--- config.mk ---
export PLATFORM = sky130hd
export DESIGN_NAME = rf_wport_arb_flat
export DESIGN_NICKNAME = d
export VERILOG_FILES = /design/src/rtl/rf_wport_arb_pkg.sv /design/src/rtl/rf_wport_arb_if.sv /design/src/rtl/wport_fifo.sv /design/src/rtl/rf_wport_arb.sv /design/src/flat_wrapper.sv
export SDC_FILE = /design/constraint.sdc
export NUM_CORES = 1
export LEC_CHECK = 0
export BUFFER_PORTS_ARGS = -buffer_cell sky130_fd_sc_hd__clkbuf_2
export CAP_MARGIN = 5
export CORE_ASPECT_RATIO = 1.5
export CORE_MARGIN = 2
export CORE_UTILIZATION = 44
export CTS_CLUSTER_SIZE = 20
export DETAILED_ROUTE_END_ITERATION = 6
export HOLD_SLACK_MARGIN = 0.03
export PLACE_DENSITY_LB_ADDON = 0.25
export SLEW_MARGIN = 25
export SYNTH_ARGS = -nofsm -noshare
export SYNTH_HDL_FRONTEND = slang
export SYNTH_SLANG_ARGS = --single-unit
--- constraint.sdc ---
create_clock -name clk -period 2.7 [get_ports clk]
set_clock_uncertainty 0.15 [all_clocks]
set_input_delay 0.405 -clock clk [delete_from_list [all_inputs] [get_ports clk]]
set_output_delay 0.405 -clock clk [all_outputs]
set_load 0.02 [all_outputs]
--- src/rtl/rf_wport_arb_pkg.sv ---
// Shared defaults and the buffered-result entry type for the register-file
// write-port arbiter.
package rf_wport_arb_pkg;

  localparam int FIFO_DEPTH_DEF = 2;
  localparam int STARVE_MAX_DEF = 3;

  typedef struct packed {
    logic [4:0]  dest;
    logic [31:0] data;
  } wport_entry_t;

endpackage

--- src/rtl/rf_wport_arb_if.sv ---
// Bundle of WB-stage, multi-cycle-unit, register-file and ID-lookup signals.
// Handshakes: an mdu result transfers on a cycle where mdu_valid & mdu_ready
// are both high at the rising edge; WB holds its instruction while wb_stall is high.
interface rf_wport_arb_if;
  logic        wb_we;
  logic [4:0]  wb_waddr;
  logic [31:0] wb_wdata;
  logic        wb_stall;
  logic        mdu_valid;
  logic [4:0]  mdu_dest;
  logic [31:0] mdu_data;
  logic        mdu_ready;
  logic        flush;
  logic        rf_we;
  logic [4:0]  rf_waddr;
  logic [31:0] rf_wdata;
  logic [4:0]  raddr1;
  logic [4:0]  raddr2;
  logic        pend_hit1;
  logic        pend_hit2;
  logic [7:0]  dbg_count;
  logic [7:0]  dbg_starve;

  modport master (
    output wb_we, wb_waddr, wb_wdata, mdu_valid, mdu_dest, mdu_data, flush,
           raddr1, raddr2,
    input  wb_stall, mdu_ready, rf_we, rf_waddr, rf_wdata, pend_hit1, pend_hit2,
           dbg_count, dbg_starve
  );

  modport slave (
    input  wb_we, wb_waddr, wb_wdata, mdu_valid, mdu_dest, mdu_data, flush,
           raddr1, raddr2,
    output wb_stall, mdu_ready, rf_we, rf_waddr, rf_wdata, pend_hit1, pend_hit2,
           dbg_count, dbg_starve
  );
endinterface

--- src/rtl/wport_fifo.sv ---
// In-order buffer of multi-cycle-unit results with a per-entry dest/valid view
// so the arbiter can flag pending destinations to the ID stage.
module wport_fifo
  import rf_wport_arb_pkg::*;
#(
  parameter  int DEPTH = FIFO_DEPTH_DEF,
  localparam int PW    = (DEPTH > 1) ? $clog2(DEPTH) : 1,
  localparam int CW    = $clog2(DEPTH + 1)
) (
  input  logic                  clk,
  input  logic                  reset,
  input  logic                  push,
  input  wport_entry_t          push_entry,
  input  logic                  pop,
  input  logic                  flush,
  output logic [CW-1:0]         count,
  output wport_entry_t          head,
  output logic [DEPTH-1:0][4:0] ent_dest,
  output logic [DEPTH-1:0]      ent_valid
);

  wport_entry_t  mem_q [DEPTH];
  wport_entry_t  mem_d [DEPTH];
  logic [PW-1:0] wr_ptr_q, wr_ptr_d, rd_ptr_q, rd_ptr_d;
  logic [CW-1:0] count_q, count_d;
  logic          push_en, pop_en;

  function automatic logic [PW-1:0] next_ptr(input logic [PW-1:0] p);
    if (p == PW'(DEPTH - 1)) return '0;
    return p + 1'b1;
  endfunction

  always_comb begin
    push_en  = push & !flush & (count_q < CW'(DEPTH));
    pop_en   = pop & !flush & (count_q != '0);
    mem_d    = mem_q;
    wr_ptr_d = wr_ptr_q;
    rd_ptr_d = rd_ptr_q;
    count_d  = count_q;
    if (flush) begin
      wr_ptr_d = '0;
      rd_ptr_d = '0;
      count_d  = '0;
    end else begin
      if (push_en) begin
        mem_d[wr_ptr_q] = push_entry;
        wr_ptr_d        = next_ptr(wr_ptr_q);
      end
      if (pop_en) rd_ptr_d = next_ptr(rd_ptr_q);
      case ({push_en, pop_en})
        2'b10:   count_d = count_q + 1'b1;
        2'b01:   count_d = count_q - 1'b1;
        default: count_d = count_q;
      endcase
    end
  end

  always_ff @(posedge clk) begin
    if (reset) begin
      wr_ptr_q <= '0;
      rd_ptr_q <= '0;
      count_q  <= '0;
    end else begin
      wr_ptr_q <= wr_ptr_d;
      rd_ptr_q <= rd_ptr_d;
      count_q  <= count_d;
    end
  end

  // Storage needs no reset: validity comes from pointers and occupancy only.
  always_ff @(posedge clk) begin
    mem_q <= mem_d;
  end

  always_comb begin
    int off;
    count = count_q;
    head  = mem_q[rd_ptr_q];
    for (int i = 0; i < DEPTH; i++) begin
      off = i - int'(rd_ptr_q);
      if (off < 0) off = off + DEPTH;
      ent_dest[i]  = mem_q[i].dest;
      ent_valid[i] = (off < int'(count_q));
    end
  end

endmodule

--- src/rtl/rf_wport_arb.sv ---
// Single register-file write port shared between the WB stage and buffered
// multi-cycle-unit results, with a starvation bound on the buffered side.
module rf_wport_arb
  import rf_wport_arb_pkg::*;
#(
  parameter  int FIFO_DEPTH = FIFO_DEPTH_DEF,
  parameter  int STARVE_MAX = STARVE_MAX_DEF,
  localparam int CW         = $clog2(FIFO_DEPTH + 1),
  localparam int SW         = $clog2(STARVE_MAX + 1)
) (
  input logic           clk,
  input logic           reset,
  rf_wport_arb_if.slave bus
);

  logic [CW-1:0]              count;
  wport_entry_t               head;
  wport_entry_t               push_entry;
  logic [FIFO_DEPTH-1:0][4:0] ent_dest;
  logic [FIFO_DEPTH-1:0]      ent_valid;
  logic                       push, nonempty, fifo_grant;
  logic [SW-1:0]              starve_q, starve_d;

  wport_fifo #(.DEPTH(FIFO_DEPTH)) u_fifo (
    .clk        (clk),
    .reset      (reset),
    .push       (push),
    .push_entry (push_entry),
    .pop        (fifo_grant),
    .flush      (bus.flush),
    .count      (count),
    .head       (head),
    .ent_dest   (ent_dest),
    .ent_valid  (ent_valid)
  );

  // Ready uses registered occupancy only; a result with dest 0 is accepted
  // and dropped. Reset and flush suppress the FIFO grant so nothing buffered leaks.
  always_comb begin
    nonempty        = (count != '0);
    bus.mdu_ready   = (count < CW'(FIFO_DEPTH)) & !bus.flush;
    push            = bus.mdu_valid & bus.mdu_ready & (bus.mdu_dest != 5'd0);
    push_entry.dest = bus.mdu_dest;
    push_entry.data = bus.mdu_data;
    fifo_grant      = nonempty & !bus.flush & !reset &
                      (!bus.wb_we | (starve_q == SW'(STARVE_MAX)));
    bus.rf_we       = bus.wb_we;
    bus.rf_waddr    = bus.wb_waddr;
    bus.rf_wdata    = bus.wb_wdata;
    bus.wb_stall    = 1'b0;
    if (fifo_grant) begin
      bus.rf_we    = 1'b1;
      bus.rf_waddr = head.dest;
      bus.rf_wdata = head.data;
      bus.wb_stall = bus.wb_we;
    end
  end

  always_comb begin
    starve_d = starve_q;
    if (bus.flush || !nonempty || fifo_grant) starve_d = '0;
    else if (starve_q != SW'(STARVE_MAX))     starve_d = starve_q + 1'b1;
  end

  always_ff @(posedge clk) begin
    if (reset) starve_q <= '0;
    else       starve_q <= starve_d;
  end

  always_comb begin
    bus.pend_hit1 = 1'b0;
    bus.pend_hit2 = 1'b0;
    for (int i = 0; i < FIFO_DEPTH; i++) begin
      if (ent_valid[i] && bus.raddr1 != 5'd0 && ent_dest[i] == bus.raddr1) bus.pend_hit1 = 1'b1;
      if (ent_valid[i] && bus.raddr2 != 5'd0 && ent_dest[i] == bus.raddr2) bus.pend_hit2 = 1'b1;
    end
    bus.dbg_count  = 8'(count);
    bus.dbg_starve = 8'(starve_q);
  end

endmodule

--- src/flat_wrapper.sv ---
// flat-port wrapper written by rule: the top's interface ports become plain ports
module rf_wport_arb_flat import rf_wport_arb_pkg::*;
#(
  parameter  int FIFO_DEPTH = FIFO_DEPTH_DEF,
  parameter  int STARVE_MAX = STARVE_MAX_DEF,
  localparam int CW         = $clog2(FIFO_DEPTH + 1),
  localparam int SW         = $clog2(STARVE_MAX + 1)
)
  (clk, reset, bus_wb_we, bus_wb_waddr, bus_wb_wdata, bus_mdu_valid, bus_mdu_dest, bus_mdu_data, bus_flush, bus_raddr1, bus_raddr2, bus_wb_stall, bus_mdu_ready, bus_rf_we, bus_rf_waddr, bus_rf_wdata, bus_pend_hit1, bus_pend_hit2, bus_dbg_count, bus_dbg_starve);
  rf_wport_arb_if bus_i ();
  input logic clk;
  input logic reset;
  input wire logic [$bits(bus_i.wb_we)-1:0] bus_wb_we;
  input wire logic [$bits(bus_i.wb_waddr)-1:0] bus_wb_waddr;
  input wire logic [$bits(bus_i.wb_wdata)-1:0] bus_wb_wdata;
  input wire logic [$bits(bus_i.mdu_valid)-1:0] bus_mdu_valid;
  input wire logic [$bits(bus_i.mdu_dest)-1:0] bus_mdu_dest;
  input wire logic [$bits(bus_i.mdu_data)-1:0] bus_mdu_data;
  input wire logic [$bits(bus_i.flush)-1:0] bus_flush;
  input wire logic [$bits(bus_i.raddr1)-1:0] bus_raddr1;
  input wire logic [$bits(bus_i.raddr2)-1:0] bus_raddr2;
  output wire logic [$bits(bus_i.wb_stall)-1:0] bus_wb_stall;
  output wire logic [$bits(bus_i.mdu_ready)-1:0] bus_mdu_ready;
  output wire logic [$bits(bus_i.rf_we)-1:0] bus_rf_we;
  output wire logic [$bits(bus_i.rf_waddr)-1:0] bus_rf_waddr;
  output wire logic [$bits(bus_i.rf_wdata)-1:0] bus_rf_wdata;
  output wire logic [$bits(bus_i.pend_hit1)-1:0] bus_pend_hit1;
  output wire logic [$bits(bus_i.pend_hit2)-1:0] bus_pend_hit2;
  output wire logic [$bits(bus_i.dbg_count)-1:0] bus_dbg_count;
  output wire logic [$bits(bus_i.dbg_starve)-1:0] bus_dbg_starve;
  assign bus_i.wb_we = bus_wb_we;
  assign bus_i.wb_waddr = bus_wb_waddr;
  assign bus_i.wb_wdata = bus_wb_wdata;
  assign bus_i.mdu_valid = bus_mdu_valid;
  assign bus_i.mdu_dest = bus_mdu_dest;
  assign bus_i.mdu_data = bus_mdu_data;
  assign bus_i.flush = bus_flush;
  assign bus_i.raddr1 = bus_raddr1;
  assign bus_i.raddr2 = bus_raddr2;
  assign bus_wb_stall = bus_i.wb_stall;
  assign bus_mdu_ready = bus_i.mdu_ready;
  assign bus_rf_we = bus_i.rf_we;
  assign bus_rf_waddr = bus_i.rf_waddr;
  assign bus_rf_wdata = bus_i.rf_wdata;
  assign bus_pend_hit1 = bus_i.pend_hit1;
  assign bus_pend_hit2 = bus_i.pend_hit2;
  assign bus_dbg_count = bus_i.dbg_count;
  assign bus_dbg_starve = bus_i.dbg_starve;
  rf_wport_arb #(.FIFO_DEPTH(FIFO_DEPTH), .STARVE_MAX(STARVE_MAX)) u_core (.clk(clk), .reset(reset), .bus(bus_i));
endmodule
Yosys cells after proc, flatten, opt, wreduce, memory -nomap -nowiden. Cells that the tools add are included.

Word-level logic and storage cells: 97. Flip-flop bits (word level): 80. Output and inout bits: 58. Input port bits: 89.

Bitwise logic cells: 14. Mux-type cells: 27. Add/subtract/negate cells: 9. Reduce and logical (&&, ||, !) cells: 23. Equal/unequal tests: 8. Magnitude comparators: 8.

Operators by type and width (count): 2-to-1 mux 37 bit (4); 2-to-1 mux 32 bit (3); bitwise mux 74 bit (1); less-than comparator 32 x 3 -> 1 bit (2); demux 37 bit (select 1 bit) (1); == test 5 bit (4); 2-to-1 mux 1 bit (16); nonzero test 5 bit (3); AND 1 bit (10); logical AND 1 bit (9); adder 2 x 3 -> 4 bit (second input constant) (2); less-than comparator 2 x 1 -> 1 bit (second input constant) (3); 2-to-1 mux 5 bit (1); adder 2 x 1 -> 2 bit (second input constant) (2); == test 2 bit (second input constant) (2); greater-or-equal comparator 2 bit (second input constant) (2); logical NOT 1 bit (4); inverter 1 -> 2 bit (2); one-hot mux 2 bit (2 select lines) (1); nonzero test 2 bit (2); OR reduction 2 bit (2); subtractor 1 x 1 -> 2 bit (first input constant) (2); adder 1 bit (second input constant) (2); == test 2 x 1 -> 1 bit (second input constant) (1); 7 further kinds (8).

Logic depth before layout (Yosys ltp).
Depth in word-level cells: 9. Mapped depth: 9. Depth with buffers taken out: 7.

Cells and area by module. Synthesis repeated with hierarchy kept, for this count alone.

Cells, all modules: 256. Area, all modules: 3961.3 um2.

Modules (own cells, without submodules): wport_fifo (cells each 150, sequential area each 2302.2 um2, area an instance 2949.1 um2, instances 1); rf_wport_arb (cells each 106, sequential area each 40.0 um2, area an instance 1012.2 um2, instances 1).

Least setup slack after synthesis. Ideal clock, no wire load.

Path kind: register -> register. From: reg u_core.u_fifo.count_q[1] (netlist: u_core.u_fifo.count[1]). To: reg u_core.u_fifo.mem_q (netlist bit u_core.u_fifo.ent_dest[0]) (enable). Required time: 2.119 ns. Setup time: 0.431 ns. Clock period less this slack: 3.196 ns. Path slack: -0.496 ns. Path buffers: 0. Data arrival time: 2.614 ns. Stages on the path, launching flop included: 4. Path through: dfxtp_1 -> nor2_1 -> o211ai_2 -> nor2_1.

Longest elaborated chain between the ends: 7.

RTL lines: start, declared (line wport_fifo.sv:25) `logic [CW-1:0] count_q, count_d;`; start signal, assigned (line wport_fifo.sv:66) `count_q <= count_d;`; less-than comparator 2 bit (line rf_wport_arb.sv:41) `bus.mdu_ready = (count < CW'(FIFO_DEPTH)) & !bus.flush;`; AND 1 bit (line rf_wport_arb.sv:41); named net bus_mdu_ready (line flat_wrapper.sv:23) `output wire logic [$bits(bus_i.mdu_ready)-1:0] bus_mdu_ready;`; AND 1 bit (2 in a row) (line rf_wport_arb.sv:42) `push = bus.mdu_valid & bus.mdu_ready & (bus.mdu_dest != 5'd0);`; AND 1 bit (2 in a row) (line wport_fifo.sv:34) `push_en = push & !flush & (count_q < CW'(DEPTH));`; AND reduction 2 bit (no line); end signal, assigned (line wport_fifo.sv:72) `mem_q <= mem_d;`; end, declared (line wport_fifo.sv:22) `wport_entry_t mem_q [DEPTH];`.

The timed path passes the listed nets, and every way through them passes these cells. A chain may end at the register's enable or synchronous reset.

Worst setup path after layout.
From: reg u_core.u_fifo.count_q[1] (netlist: u_core.u_fifo.count[1]). To: out bus_rf_wdata[16].

Longest elaborated chain between the ends: 5.

RTL lines: nonzero test 2 bit (line rf_wport_arb.sv:40) `nonempty = (count != '0);`; AND 1 bit (3 in a row) (line rf_wport_arb.sv:45) `fifo_grant = nonempty & !bus.flush & !reset &`; 2-to-1 mux 32 bit (line rf_wport_arb.sv:51) `if (fifo_grant) begin`; end, declared (line flat_wrapper.sv:26) `output wire logic [$bits(bus_i.rf_wdata)-1:0] bus_rf_wdata;`.

No other way between the ends.

==> impl_metrics.tcl <==
set metrics [dict create \
    timing.hold.ws_ns 0.120 \
    worstPathArrival_ns 1.86 \
    synth_top_area_share_pct 60.7 \
    viasPerCell 4.75 \
    grt_start_max_net_pins 44 \
    ys_seq_elements 80 \
    post_cts_resize_count 0 \
    fmax_mhz 415 \
    synth_cell_types 27 \
    dp_cells 515 \
    cts_made_buffers 9 \
    vdd_drop_max_mv 0.526 \
    grt_setup_unrepaired "false" \
    area_growth_pct 30.5 \
    cp_max_fo 43 \
    drc 0 \
    ioPinCount 147 \
    p_clk_share_pct 43.8 \
    end_kind "output port" \
    syn_inst 281 \
    ant_nets 0 \
    synth_ff_type "edfxtp_1" \
    ctsHoldBuffers 0 \
    htreeDepth 3 \
    p_int_uw 2400 \
    async_flop_share_pct 0 \
    worstSetupPathType "reg -> out" \
    tns_ns 0 \
    ff2ff_setup_slack_ns 0.56 \
    period_minus_slack_ns 2.41 \
    powerDensity_nw_per_um2 627 \
    ys_warn_count 0 \
    drv_cap 0 \
    wirelength_um 7000 \
    routed-via-count 2517 \
    p_sw_uw 594 \
    required_ns 2.14 \
    clkLatencyLatePin_ns 0.32 \
    drive_above_1_share_pct 37.9 \
    synth-edff-count 74 \
    first_global_vias 2386 \
    pwr-share-seq_pct 46.9 \
    port_buffers 134 \
    fin_nets 512 \
    yosysTopAreaCell "edfxtp_1" \
    ys_seq_area_share_pct 64.0 \
    drt_iter0_markers 65 \
    yosysMostFrequentCell "edfxtp_1" \
    grt_use_total_pct 15.5 \
    clockRootBuffer "clkbuf_16" \
    yosys-top-cells-area "edfxtp_1, mux2i_1, a21oi_1" \
    initial_utilization_pct 45.4 \
    die-area_um2 9080 \
    synth_area_um2 3660 \
    status "completed" \
    grt.overflow.total 0 \
    wire_per_inst_um 13.2 \
    grt_antenna_before_repair 0 \
    switching_share_pct 19.8 \
    cts_tree "built" \
    rows 40 \
    setup_viol 0 \
    combPwrFrac_pct 9.3 \
    p_leak_uw 0.00189 \
    min_period_over_period_pct 89.3 \
    critPathLaunchType "flip-flop" \
    clk_transition_reported_paths_ns 0.06 \
    fp.dieH_um 116 \
    syn_area_per_cell_um2 13.0 \
    synth_common_cells "edfxtp_1, nor2_1, a21oi_1" \
    hold_path_class "in -> reg" \
    clock-sinks 80 \
    core_area_um2 8060 \
    die_w_um 78.5 \
    gp_congestion 0.844 \
    post_cts_buffers 0 \
    dr.pass1.iters 4 \
    hpwl_um 5250 \
    finalHoldViolations 0 \
    grt_pass1_wl_um 10600 \
    cts_max_path_buffers 2 \
    diodes 0 \
    slew_viol_final 0 \
    fin_cells 530 \
]
[power by group through the flow]
| stage | clock [uW] | sequential (uW) | combinational [uW] |
|---|---|---|---|
| floorplan | 0 | 1430 | 160 |
| global placement | 0 | 1430 | 276 |
| detailed placement | 0 | 1430 | 281 |
| CTS | 1340 | 1400 | 282 |
| global route | 1400 | 1410 | 305 |
| finish | 1310 | 1400 | 279 |
[metal layers]
layer | global-route usage, % | vias to the layer above | wire length, um
met3 | 4.60 | 13 | 455
li1 | - | 1281 | -
met5 | 0 | - | 0
met2 | 28.2 | 91 | 3690
met1 | 15.8 | 1132 | 2650
met4 | 8.77 | 0 | 197
[kinds of logic (layout without fill, tap and decap cells)]
family	Yosys count	after routing	share of synthesized area, %
and+or+nand+nor	66	66	8.24
buffers and inverters	26	159	4.58
adders and majority gates	2	2	0.684
muxes	37	37	10.1
xor gates and xnor gates	24	24	5.75
AOI/OAI and AO/OA	45	45	6.50
DFF	80	80	64.0
other	1	12	0.103
[stage by stage]
stage | worst slack (ns) | utilization [%] | area (um2) | power [uW]
2_1_floorplan | -0.496 | - | 3700 | 1590
3_3_place_gp | 0.303 | 55.2 | 4450 | 1710
3_5_place_dp | 0.242 | 55.2 | 4450 | 1710
4_1_cts | 0.259 | 59.2 | 4770 | 3030
5_1_grt | 0.121 | 59.2 | 4770 | 3110
6_report | 0.288 | 59.2 | 4770 | 2990
[state kept, by name, summed over array words and instances (netlist names)]
name,count
u_core.starve_q,2
u_core.u_fifo.count,2
u_core.u_fifo.ent_dest,10
u_core.u_fifo.mem_q,64
u_core.u_fifo.rd_ptr_q,1
u_core.u_fifo.wr_ptr_q,1
[cell usage in the layout (no fill, tap or decap), drive strengths merged]
master and n:
or2 2, nor2 48, nand2 1, o211ai 3
or3 1, and2 1, xor2 15, nor4 4
and3 1, clkinv 1, conb 12, mux2i 37
a21oi 41, or4 3, nor2b 2, nand3 2
ha 2, buf 9, nor3 1, o21ai 1
edfxtp 74, inv 1, bufinv 3, dfxtp 6
xnor2 9, clkbuf 145
[critical path: stages (launching register included)]
cell	delay [ns]
dfxtp_1	0.47
nor2_1	0.13
nor3_4	0.29
buf_12	0.24
nor2_1	0.06
a21oi_1	0.14
clkbuf_2	0.19
[final cells by class]
class	instances	area [um2]
fillers	656	3280
flip-flops and latches	80	2340
multi-input cells	186	1200
repair buffers	143	763
clock buffers	11	233
well taps	105	131
clock inverters	4	93.8
inverters	1	3.75
[worst paths after layout]
path / to / start / cells past startpoint
worst max-delay path: bus_rf_wdata[16] / u_core.u_fifo.count[1] / 6
worst min-delay path: u_core.u_fifo.mem_q[62] / bus_mdu_data[25] / 1
worst max register to register: u_core.u_fifo.count[1] / u_core.u_fifo.count[1] / 6
worst min register to register: u_core.starve_q[0] / u_core.starve_q[0] / 1
No activity file was read; power rests on OpenSTA's default activity.
